File: src/rtl/simon_iter_core.sv
// Iterative Simon block-cipher engine: one Feistel round per clock, encrypt or decrypt,
// with round keys fetched combinationally from an external store by round index.

module simon_round #(
  parameter int WORD  = 16,
  parameter int ROT_A = 1,
  parameter int ROT_B = 8,
  parameter int ROT_C = 2
) (
  input  logic            decrypt,
  input  logic [WORD-1:0] u,
  input  logic [WORD-1:0] l,
  input  logic [WORD-1:0] key,
  output logic [WORD-1:0] u_nxt,
  output logic [WORD-1:0] l_nxt
);
  function automatic logic [WORD-1:0] rotl(input logic [WORD-1:0] x, input int n);
    int s;
    s = n % WORD;
    if (s == 0) return x;
    return (x << s) | (x >> (WORD - s));
  endfunction

  logic [WORD-1:0] src;
  logic [WORD-1:0] other;
  logic [WORD-1:0] mix;

  // Decrypt is the mirror image: f() reads the lower word and the halves swap roles.
  assign src   = decrypt ? l : u;
  assign other = decrypt ? u : l;
  assign mix   = ((rotl(src, ROT_A) & rotl(src, ROT_B)) ^ rotl(src, ROT_C)) ^ other ^ key;
  assign u_nxt = decrypt ? l : mix;
  assign l_nxt = decrypt ? mix : u;
endmodule

module simon_iter_core #(
  parameter int WORD   = 16,
  parameter int ROUNDS = 32,
  parameter int ROT_A  = 1,
  parameter int ROT_B  = 8,
  parameter int ROT_C  = 2,
  localparam int RIDX_W = (ROUNDS > 1) ? $clog2(ROUNDS) : 1
) (
  input  logic              clk,
  input  logic              rst,
  input  logic              start,
  input  logic              decrypt,
  input  logic [WORD-1:0]   u_in,
  input  logic [WORD-1:0]   l_in,
  input  logic [WORD-1:0]   subkey,
  output logic [RIDX_W-1:0] rnd_idx,
  output logic              busy,
  output logic              done,
  output logic [WORD-1:0]   u_out,
  output logic [WORD-1:0]   l_out
);
  typedef enum logic [1:0] {IDLE = 2'd0, RUN = 2'd1, DONE = 2'd2} state_t;

  localparam logic [RIDX_W-1:0] IDX_LAST = RIDX_W'(ROUNDS - 1);
  localparam logic [RIDX_W-1:0] IDX_ONE  = RIDX_W'(1);

  state_t          state;
  state_t          state_nxt;
  logic            mode;
  logic            last;
  logic [WORD-1:0] u_r;
  logic [WORD-1:0] l_r;
  logic [WORD-1:0] u_nxt;
  logic [WORD-1:0] l_nxt;

  simon_round #(
    .WORD (WORD),
    .ROT_A(ROT_A),
    .ROT_B(ROT_B),
    .ROT_C(ROT_C)
  ) u_round (
    .decrypt(mode),
    .u      (u_r),
    .l      (l_r),
    .key    (subkey),
    .u_nxt  (u_nxt),
    .l_nxt  (l_nxt)
  );

  // Decrypt walks the key schedule downwards, so its final round is index 0.
  assign last = mode ? (rnd_idx == '0) : (rnd_idx == IDX_LAST);

  always_ff @(posedge clk or posedge rst) begin
    if (rst) state <= IDLE;
    else     state <= state_nxt;
  end

  always_comb begin
    state_nxt = state;
    busy      = 1'b0;
    done      = 1'b0;
    case (state)
      IDLE: if (start) state_nxt = RUN;
      RUN: begin
        busy = 1'b1;
        if (last) state_nxt = DONE;
      end
      DONE: begin
        done      = 1'b1;
        state_nxt = IDLE;
      end
      default: state_nxt = IDLE;
    endcase
  end

  always_ff @(posedge clk or posedge rst) begin
    if (rst) begin
      u_r     <= '0;
      l_r     <= '0;
      mode    <= 1'b0;
      rnd_idx <= '0;
      u_out   <= '0;
      l_out   <= '0;
    end else begin
      case (state)
        IDLE: if (start) begin
          u_r     <= u_in;
          l_r     <= l_in;
          mode    <= decrypt;
          rnd_idx <= decrypt ? IDX_LAST : '0;
        end
        RUN: begin
          u_r <= u_nxt;
          l_r <= l_nxt;
          // The index parks on the final value rather than wrapping.
          if (last) begin
            u_out <= u_nxt;
            l_out <= l_nxt;
          end else begin
            rnd_idx <= mode ? rnd_idx - IDX_ONE : rnd_idx + IDX_ONE;
          end
        end
        default: ;
      endcase
    end
  end
endmodule

File: config.mk
export PLATFORM = sky130hd
export DESIGN_NAME = simon_iter_core
export DESIGN_NICKNAME = d
export VERILOG_FILES = /design/src/rtl/simon_iter_core.sv
export SDC_FILE = /design/constraint.sdc
export NUM_CORES = 1
export LEC_CHECK = 0
export ABC_AREA = 1
export CORE_ASPECT_RATIO = 1.2
export CORE_MARGIN = 1
export CORE_UTILIZATION = 30
export DETAILED_ROUTE_END_ITERATION = 8
export GPL_TIMING_DRIVEN = 0
export SYNTH_ARGS = -nofsm -noshare
export SYNTH_HDL_FRONTEND = slang
export SYNTH_SLANG_ARGS = --single-unit
File: constraint.sdc
create_clock -name clk -period 2.9 [get_ports clk]
set_input_delay 0.29 -clock clk [delete_from_list [all_inputs] [get_ports clk]]
set_output_delay 0.29 -clock clk [all_outputs]
set_load 0.02 [all_outputs]
Word-level counts from Yosys, hierarchy flattened. Index checks and enable logic that the tools add are counted.

Word-level logic and storage cells: 49. Flip-flop bits (word level): 72. Input bits: 52. Output and inout port bits: 39.

Bitwise gates (word level): 7. Equality and inequality tests: 6. Multiplexer cells: 19. Reduce and logical (&&, ||, !) cells: 8. $add $sub $neg: 2.

Operator list (number): two-way mux 16 bit (6); one-hot mux 16 bit (2 select lines) (2); XOR 16 bit (3); two-way mux 5 bit (4); bitwise AND 16 bit (1); OR 16 x 1 -> 16 bit (1); OR 16 x 2 -> 16 bit (1); OR 16 x 8 -> 16 bit (1); one-hot mux 5 bit (2 select lines) (1); AND reduction 2 bit (4); != test 2 bit, second input constant (3); adder 5 x 1 -> 5 bit, second input constant (1); equality test 5 bit, second input constant (1); logical NOT 5 bit (1); subtractor 5 x 1 -> 5 bit, second input constant (1); two-way mux 2 bit (2); one-hot mux 2 bit (2 select lines) (1); two-way mux 1 bit (3); AND reduction 3 bit (1); equality test 2 x 1 -> 1 bit, second input constant (1); equality test 2 bit, second input constant (1); logical NOT 2 bit (1); nonzero test 2 bit (1).

Depth between registers and ports, before layout. Gate-level depths: netlist (run 1).

Word-level depth: 8. Depth in mapped cells: 13. Gate-level depth less buffers: 11.

Cells and area by module. A second synthesis (run 1) with hierarchy kept.

Cells, all modules: 772. Area total of the unflattened synthesis: 4807.1 um2.

By module, submodules not included: simon_iter_core (seq. area each 1801.7 um2, area each 3286.9 um2, times used 1, cells each 399); simon_round (seq. area each 0.0 um2, area each 1520.2 um2, times used 1, cells each 373).

Worst setup path after synthesis (run 1). No wires, ideal clock.

Kind: flip-flop to flip-flop. Start point: register mode. End point: register l_r[1]. Data arrival time: 1371 ps. Data required time: 2783 ps. Slack: 1412 ps. Path buffers: 2. Period minus slack after synthesis: 1488 ps. Setup time: 117 ps. Stages on the path, launching flop included: 13. Cells stage by stage: dfrtp_1 > buf_6 > inv_8 > buf_12 > nand2_4 > nand2_2 > nand2_1 > nand2_1 > nand3_1 > nand3_1 > nand2_1 > nand2_1 > nand2_1.

Longest elaborated chain between the ends: 8.

Ends and longest elaborated chain: start: declaration (RTL line 64) `logic mode;`; start signal: assignment (RTL line 124) `mode <= decrypt;`; two-way mux 16 bit (RTL line 29) `assign src = decrypt ? l : u;`; OR 16 x 1 -> 16 bit or OR 16 x 8 -> 16 bit (tied branches) (RTL line 21) `return (x << s) | (x >> (WORD - s));`; bitwise AND 16 bit (RTL line 31) `assign mix = ((rotl(src, ROT_A) & rotl(src, ROT_B)) ^ rotl(src, ROT_C)) ^ other ^ key;`; XOR 16 bit (3 in series) (RTL line 31); two-way mux 16 bit (*) (RTL line 33) `assign l_nxt = decrypt ? mix : u;`; one-hot mux 16 bit (2 select lines) (*) (RTL line 120) `case (state)`; end signal: assignment (RTL line 123) `l_r <= l_in;`; end signal: assignment (RTL line 129) `l_r <= l_nxt;`; end: declaration (RTL line 67) `logic [WORD-1:0] l_r;`.

Every way passes the cells marked *; elsewhere a longest branch is shown, timed or not. A chain may end at the register's enable or synchronous reset.

Worst setup path in the final report (run 1).
Start point: register state[1]. End point: output busy.

Longest elaborated chain between the ends: 2.

Ends and longest elaborated chain: start: declaration (RTL line 62) `state_t state;`; start signal: assignment (RTL line 90) `else state <= state_nxt;`; equality test 2 x 1 -> 1 bit (RTL line 97) `case (state)`; two-way mux 1 bit (RTL line 97); end: declaration (RTL line 52) `output logic busy,`.

Every way passes these cells.

==> impl_metrics.toml, run 1 <==
[status]
status = "complete, no violations"

[floorplanning]
die_area_um2 = 17200
die_y_um = 144
rows = 51
core_region_area_um2 = 16300
initial_core_util_pct = 30.8
die_w_um = 120
ioPinCount = 91

[pwr]
leakage_uw = 0.00360
swShare_pct = 52.9
p_clk_share_pct = 12.5
comb_power_share_pct = 65.1
vdd_drop_max_mv = 0.452
seqPwrFrac_pct = 22.4
cellPowerDensity_nw_per_um2 = 1350
internal-power_uw = 4140
p_switching_uw = 4640

[synthesis]
syn-num-nets = 863
seq_area_frac_synth_pct = 36.0
ys_seq_elements = 72
synthAdderAreaFrac_pct = 1.15
yosysTopAreaCell = "dfrtp_1"
synth_area_um2 = 5010
yosys_warnings = 0
yosysUniqueCellTypes = 23
synthSimpleGateAreaFrac_pct = 49.6
syn_inst = 807
synth_edf_count = 0
synth.most_common_cell = "nand2_1"
async_flop_share_pct = 100
synthTopCellsByCount = "nand2_1 (405), nand3_1 (144), inv_1 (91)"
synth-xor-area-share_pct = 0.175
synth_compound_area_share_pct = 2.10
synth.avg_cell_area_um2 = 6.21
synthTopCellsByArea = "dfrtp_1 (36%), nand2_1 (30%), nand3_1 (14%)"
synth_top_area_share_pct = 36.0
synth_mux_area_share_pct = 0
synth_top_family_by_area = "simple AND/OR/NAND/NOR gates"
synth-main-ff-cell = "dfrtp_1"

[clocking]
cts-root-buf = "clkbuf_16"
hold_buffers = 0
cts_tree = "yes"
cts_max_level = 3
post-cts-setup-buffer-count = 0
clock_path_buffers = 2
cts_buffers = 9
clkLatencyLatePin_ns = 0.35
cts_sinks = 72
clk_pin_slew_worst_paths_ns = 0.06
cts_resized = 0

[sta]
min_period_ns = 2.41
worst_slew_pin_slew_ns = 0.716
fin_setup_tns_ns = 0
finalCritPeriodShare_pct = 83.3
rsz0062_at_grt = "false"
drv_slew = 0
fin_skew_ns = 0.00671
setup_violations = 0
final-hold-violation-count = 0
max_freq_mhz = 414
slew_headroom_pct = 52.2

[critical_path]
critPathLaunchType = "flop"
crit_fanout = 10
cp-end-kind = "output port"
arrival_ns = 2.12
crit_required_ns = 2.61
critPathKind = "flop to output port"

[cells_and_area]
fin_nets = 964
syn_to_final_growth_pct = 29.3
drive_above_1_share_pct = 7.12
fillers = 1802
insertedDiodeCount = 0
final_cells = 1125

[place]
port_buffers = 89
hpwlAfterDp_um = 13000
place_inst = 1109
gp_congestion = 0.906

[drt]
num_vias = 5332
wirelength_um = 17200
viasPerCell = 4.74
first_pass_iters = 5
drt.antenna.violating_nets = 0
drtIter0Drc = 366
post-route-drc-count = 0
wl_per_cell_um = 15.3

[global_route]
grt_max_degree = 50
overflow = 0
antenna_found_initial = 0
grt_pass1_vias = 5054
grt_pass1_wl_um = 26600
gr-usage-all-layers_pct = 20.7

[flow_run]
maxCapViolCount = 0

[worst_hold_path]
hold_path_class = "input port to async pin"
==> metrics by stage <==
step / instance area, um2 / setup WS [ns] / util [%] / power [uW] / hold slack (ns)
6_report: 6480 / 0.486 / 39.8 / 8770 / 0.259
5_1_grt: 6480 / 0.396 / 39.8 / 9590 / 0.324
4_1_cts: 6480 / 0.481 / 39.8 / 8800 / 0.275
3_5_place_dp: 6200 / 0.878 / 38.1 / 7660 / 0.464
3_3_place_gp: 6170 / -0.716 / 37.9 / 7590 / 0.464
2_1_floorplan: 5010 / 0.785 / - / 5820 / 0.449
==> layout by cell type, fill, tap and decap left out, types with 3 or more instances in the layout <==
cell type,instances
a21oi_1,5
buf_2,12
buf_4,3
buf_6,4
clkbuf_1,10
clkbuf_16,9
clkdlybuf4s50_1,89
dfrtp_1,72
ha_1,3
inv_1,90
inv_6,3
nand2_1,405
nand2_2,14
nand2_4,9
nand3_1,144
nor2_1,7
o21ai_0,16
==> power groups by stage <==
| stage | combinational (uW) | sequential (uW) | clock (uW) |
|---|---|---|---|
| final | 5710 | 1970 | 1100 |
| after global routing | 6400 | 2040 | 1150 |
| after CTS | 5710 | 1970 | 1120 |
| after detailed placement | 5680 | 1980 | 0 |
| after global placement | 5620 | 1970 | 0 |
| after floorplan | 3620 | 2200 | 0 |
==> path summary, 6_finish.rpt <==
kind                            slack, ns   endpoint       from  cells after the start
worst max-delay path                 0.49       busy   state[1]                      5
worst min-delay path                 0.26  u_out[12]        rst                      2
worst max register to register       0.91   u_out[1]       mode                      9
worst min register to register       0.48  u_out[13]  u_out[13]                      2
max in group asynchronous            2.06     l_r[0]        rst                      3
min in group clk                     0.40    u_r[14]      start                      5
==> cell families (layout without fill, tap and decap cells) <==
| family | after synthesis | in the layout |
|---|---|---|
| simple gates | 583 | 583 |
| buf+inv | 126 | 232 |
| flops | 72 | 72 |
| compound gates | 21 | 21 |
| fa+ha+maj | 4 | 4 |
| xor+xnor | 1 | 1 |
==> per-layer routing <==
layer / track usage, % / vias to the layer above / share of wire [%]
met2: 34.2 / 171 / 46
met3: 4.01 / 35 / 6.2
met4: 11.1 / 0 / 3.9
met5: 0 / - / 0
li1: - / 2709 / -
met1: 25.6 / 2417 / 44
==> worst max-delay path, cell delays in order (launching register included) <==
cell             delay [ns]
dfrtp_1                0.38
inv_1                  0.07
nand2_1                0.13
inv_2                  0.21
buf_2                  0.32
clkdlybuf4s50_1        0.67
==> layout make-up <==
cell class | instances | area (um2) | area share (%)
multi-input cells | 609 | 2660 | 41.0
well taps | 212 | 265 | 4.10
inverters | 94 | 363 | 5.60
clock inverters | 7 | 55.1 | 0.850
flip-flops and latches | 72 | 1800 | 27.8
clock buffers | 9 | 225 | 3.48
repair buffers | 90 | 918 | 14.2
plain buffers | 32 | 193 | 2.98
==> flip-flops by register name (all words and copies together), names as in the netlist <==
| signal | count |
|---|---|
| state | 2 |
| rnd_idx | 5 |
| u_r | 16 |
| u_out | 16 |
| l_r | 16 |
| l_out | 16 |
| mode | 1 |
(Power assumes the default switching activity.)
==> run 2, diff against run 1 <==
==> constraint.sdc (replaced) <==
create_clock -name clk -period 1.95 [get_ports clk]
set_input_delay 0.195 -clock clk [delete_from_list [all_inputs] [get_ports clk]]
set_output_delay 0.195 -clock clk [all_outputs]
set_load 0.02 [all_outputs]
==> impl_metrics.toml, run 2 (synthesis gave the netlist of run 1 again) <==
[drt]
wirelength_um = 17400
drt.antenna.violating_nets = 0
drtIter0Drc = 364
wl_per_cell_um = 15.4
num_vias = 5358
first_pass_iters = 5
viasPerCell = 4.76
post-route-drc-count = 0

[worst_hold_path]
hold_path_class = "input port to async pin"

[global_route]
grt_pass1_vias = 4992
grt_max_degree = 32
antenna_found_initial = 0
overflow = 0
gr-usage-all-layers_pct = 20.8
grt_pass1_wl_um = 26900

[clocking]
clk_pin_slew_worst_paths_ns = 0.06
cts_sinks = 72
cts_tree = "yes"
cts_max_level = 3
cts-root-buf = "clkbuf_16"
cts_buffers = 9
post-cts-setup-buffer-count = 0
clkLatencyLatePin_ns = 0.34
clock_path_buffers = 2

[floorplanning]
rows = 51
core_region_area_um2 = 16300
die_y_um = 144
die_w_um = 120
initial_core_util_pct = 30.8
ioPinCount = 91
die_area_um2 = 17200

[critical_path]
crit_family = "simple AND/OR/NAND/NOR gates"
crit_buf_inv = 3
arrival_ns = 2.07
crit_top_cell = "nand2_1"
path_cells = "buf_6, inv_8, clkbuf_16, nand2_4, nand2_2, nand2_1, nand2_1, nand3_1, nand3_1, nand2_1, nand2_1, nand2_1"
critPathMaxStageDelay_ns = 0.45
crit_required_ns = 2.17
cp-end-kind = "flop"
cp_slowest_cell = "dfrtp_2"
critPathKind = "flop to flop"
crit_fanout = 11
critPathLaunchType = "flop"

[sta]
max_freq_mhz = 541
setup_ws_ns = 0.103
worst_slew_pin_slew_ns = 0.724
drv_slew = 0
rsz0062_at_grt = "false"
min_period_ns = 1.85
slew_headroom_pct = 51.7
setup_violations = 0
finalCritPeriodShare_pct = 94.7
final-hold-violation-count = 0
fin_skew_ns = 0.00784

[cells_and_area]
register_area_um2 = 1800
fin_nets = 966
multi_input_area_um2 = 2680
fillers = 1741
insertedDiodeCount = 0
final_util_pct = 40.4
final_common_cell = "nand2_1"
layout_common_cells = "nand2_1 (401), nand3_1 (144), inv_1 (90)"
drive_above_1_share_pct = 7.77
syn_to_final_growth_pct = 31.3

[flow_run]
maxCapViolCount = 0

[status]
status = "complete, no violations"

[pwr]
leakage_uw = 0.00363
vdd_drop_max_mv = 0.660
total_power_uw = 13400
cellPowerDensity_nw_per_um2 = 2040

[place]
hpwlAfterDp_um = 13200
gp_congestion = 0.943
port_buffers = 89
dp_slack_ns = 0.00110
==> run 2: what timing repair did <==
item | CTS | global route
endpoints found under the setup margin | 2 | 26
gates cloned | 0 | 1
hold buffers | 0 | 0
pin swaps | 0 | 0
resized for setup | 4 | 11
==> run 2: final timing paths <==
kind                            from          to  slack [ns]  cells after the start
max in group asynchronous        rst        mode        1.17                      3
min in group clk               start     u_r[14]        0.30                      5
hold reg to reg            l_out[10]   l_out[10]        0.48                      2
setup reg to reg                mode    u_out[1]        0.10                     12
setup / recovery                mode    u_out[1]        0.10                     12
hold / removal                   rst  rnd_idx[0]        0.24                      2
==> run 2: layout make-up <==
| class | instances | area share [%] |
|---|---|---|
| multi-input combinational | 609 | 40.7 |
| inverter | 94 | 5.57 |
| timing repair buffer | 92 | 14.5 |
| clock buffer | 10 | 3.48 |
| buffer | 32 | 3.16 |
| clock inverter | 5 | 1.25 |
| tap | 212 | 4.03 |
| sequential | 72 | 27.4 |
==> run 2: through the flow <==
step | instances | setup TNS, ns | instance area, um2 | hold slack, ns
final | 1126 | 0 | 6580 | 0.242
after global routing | 1126 | 0 | 6580 | 0.278
after CTS | 1125 | 0 | 6530 | 0.262
after detailed placement | 1110 | 0 | 6210 | 0.466
after global placement | 1108 | -3.19 | 6170 | 0.463
after floorplan | 807 | 0 | 5010 | 0.354
==> run 2: power breakdown <==
part / switching [uW] / leakage [uW] / total, uW / internal (uW)
clock: 683 / 0.000141 / 1800 / 1110
sequential: 631 / 0.000870 / 2930 / 2300
combinational: 5630 / 0.00262 / 8690 / 3060
==> run 2: per-layer routing <==
layer	track usage, %	up-vias	part of all wire (%)
met1	27.1	2425	44
li1	-	2699	-
met2	34.1	201	47
met4	8.49	0	2.9
met5	0	-	0
met3	3.41	33	6.1
==> run 3, diff against run 2 <==
--- a/config.mk
+++ b/config.mk
@@ -6,6 +6,8 @@
 export NUM_CORES = 1
 export LEC_CHECK = 0
 export ABC_AREA = 1
+export ABC_CLOCK_PERIOD_IN_PS = 1950
+export CAP_MARGIN = 20
 export CORE_ASPECT_RATIO = 1.2
 export CORE_MARGIN = 1
 export CORE_UTILIZATION = 30
==> results of run 3 <==
Same layout as run 2: the final DEF is identical, and so are final timing and power.
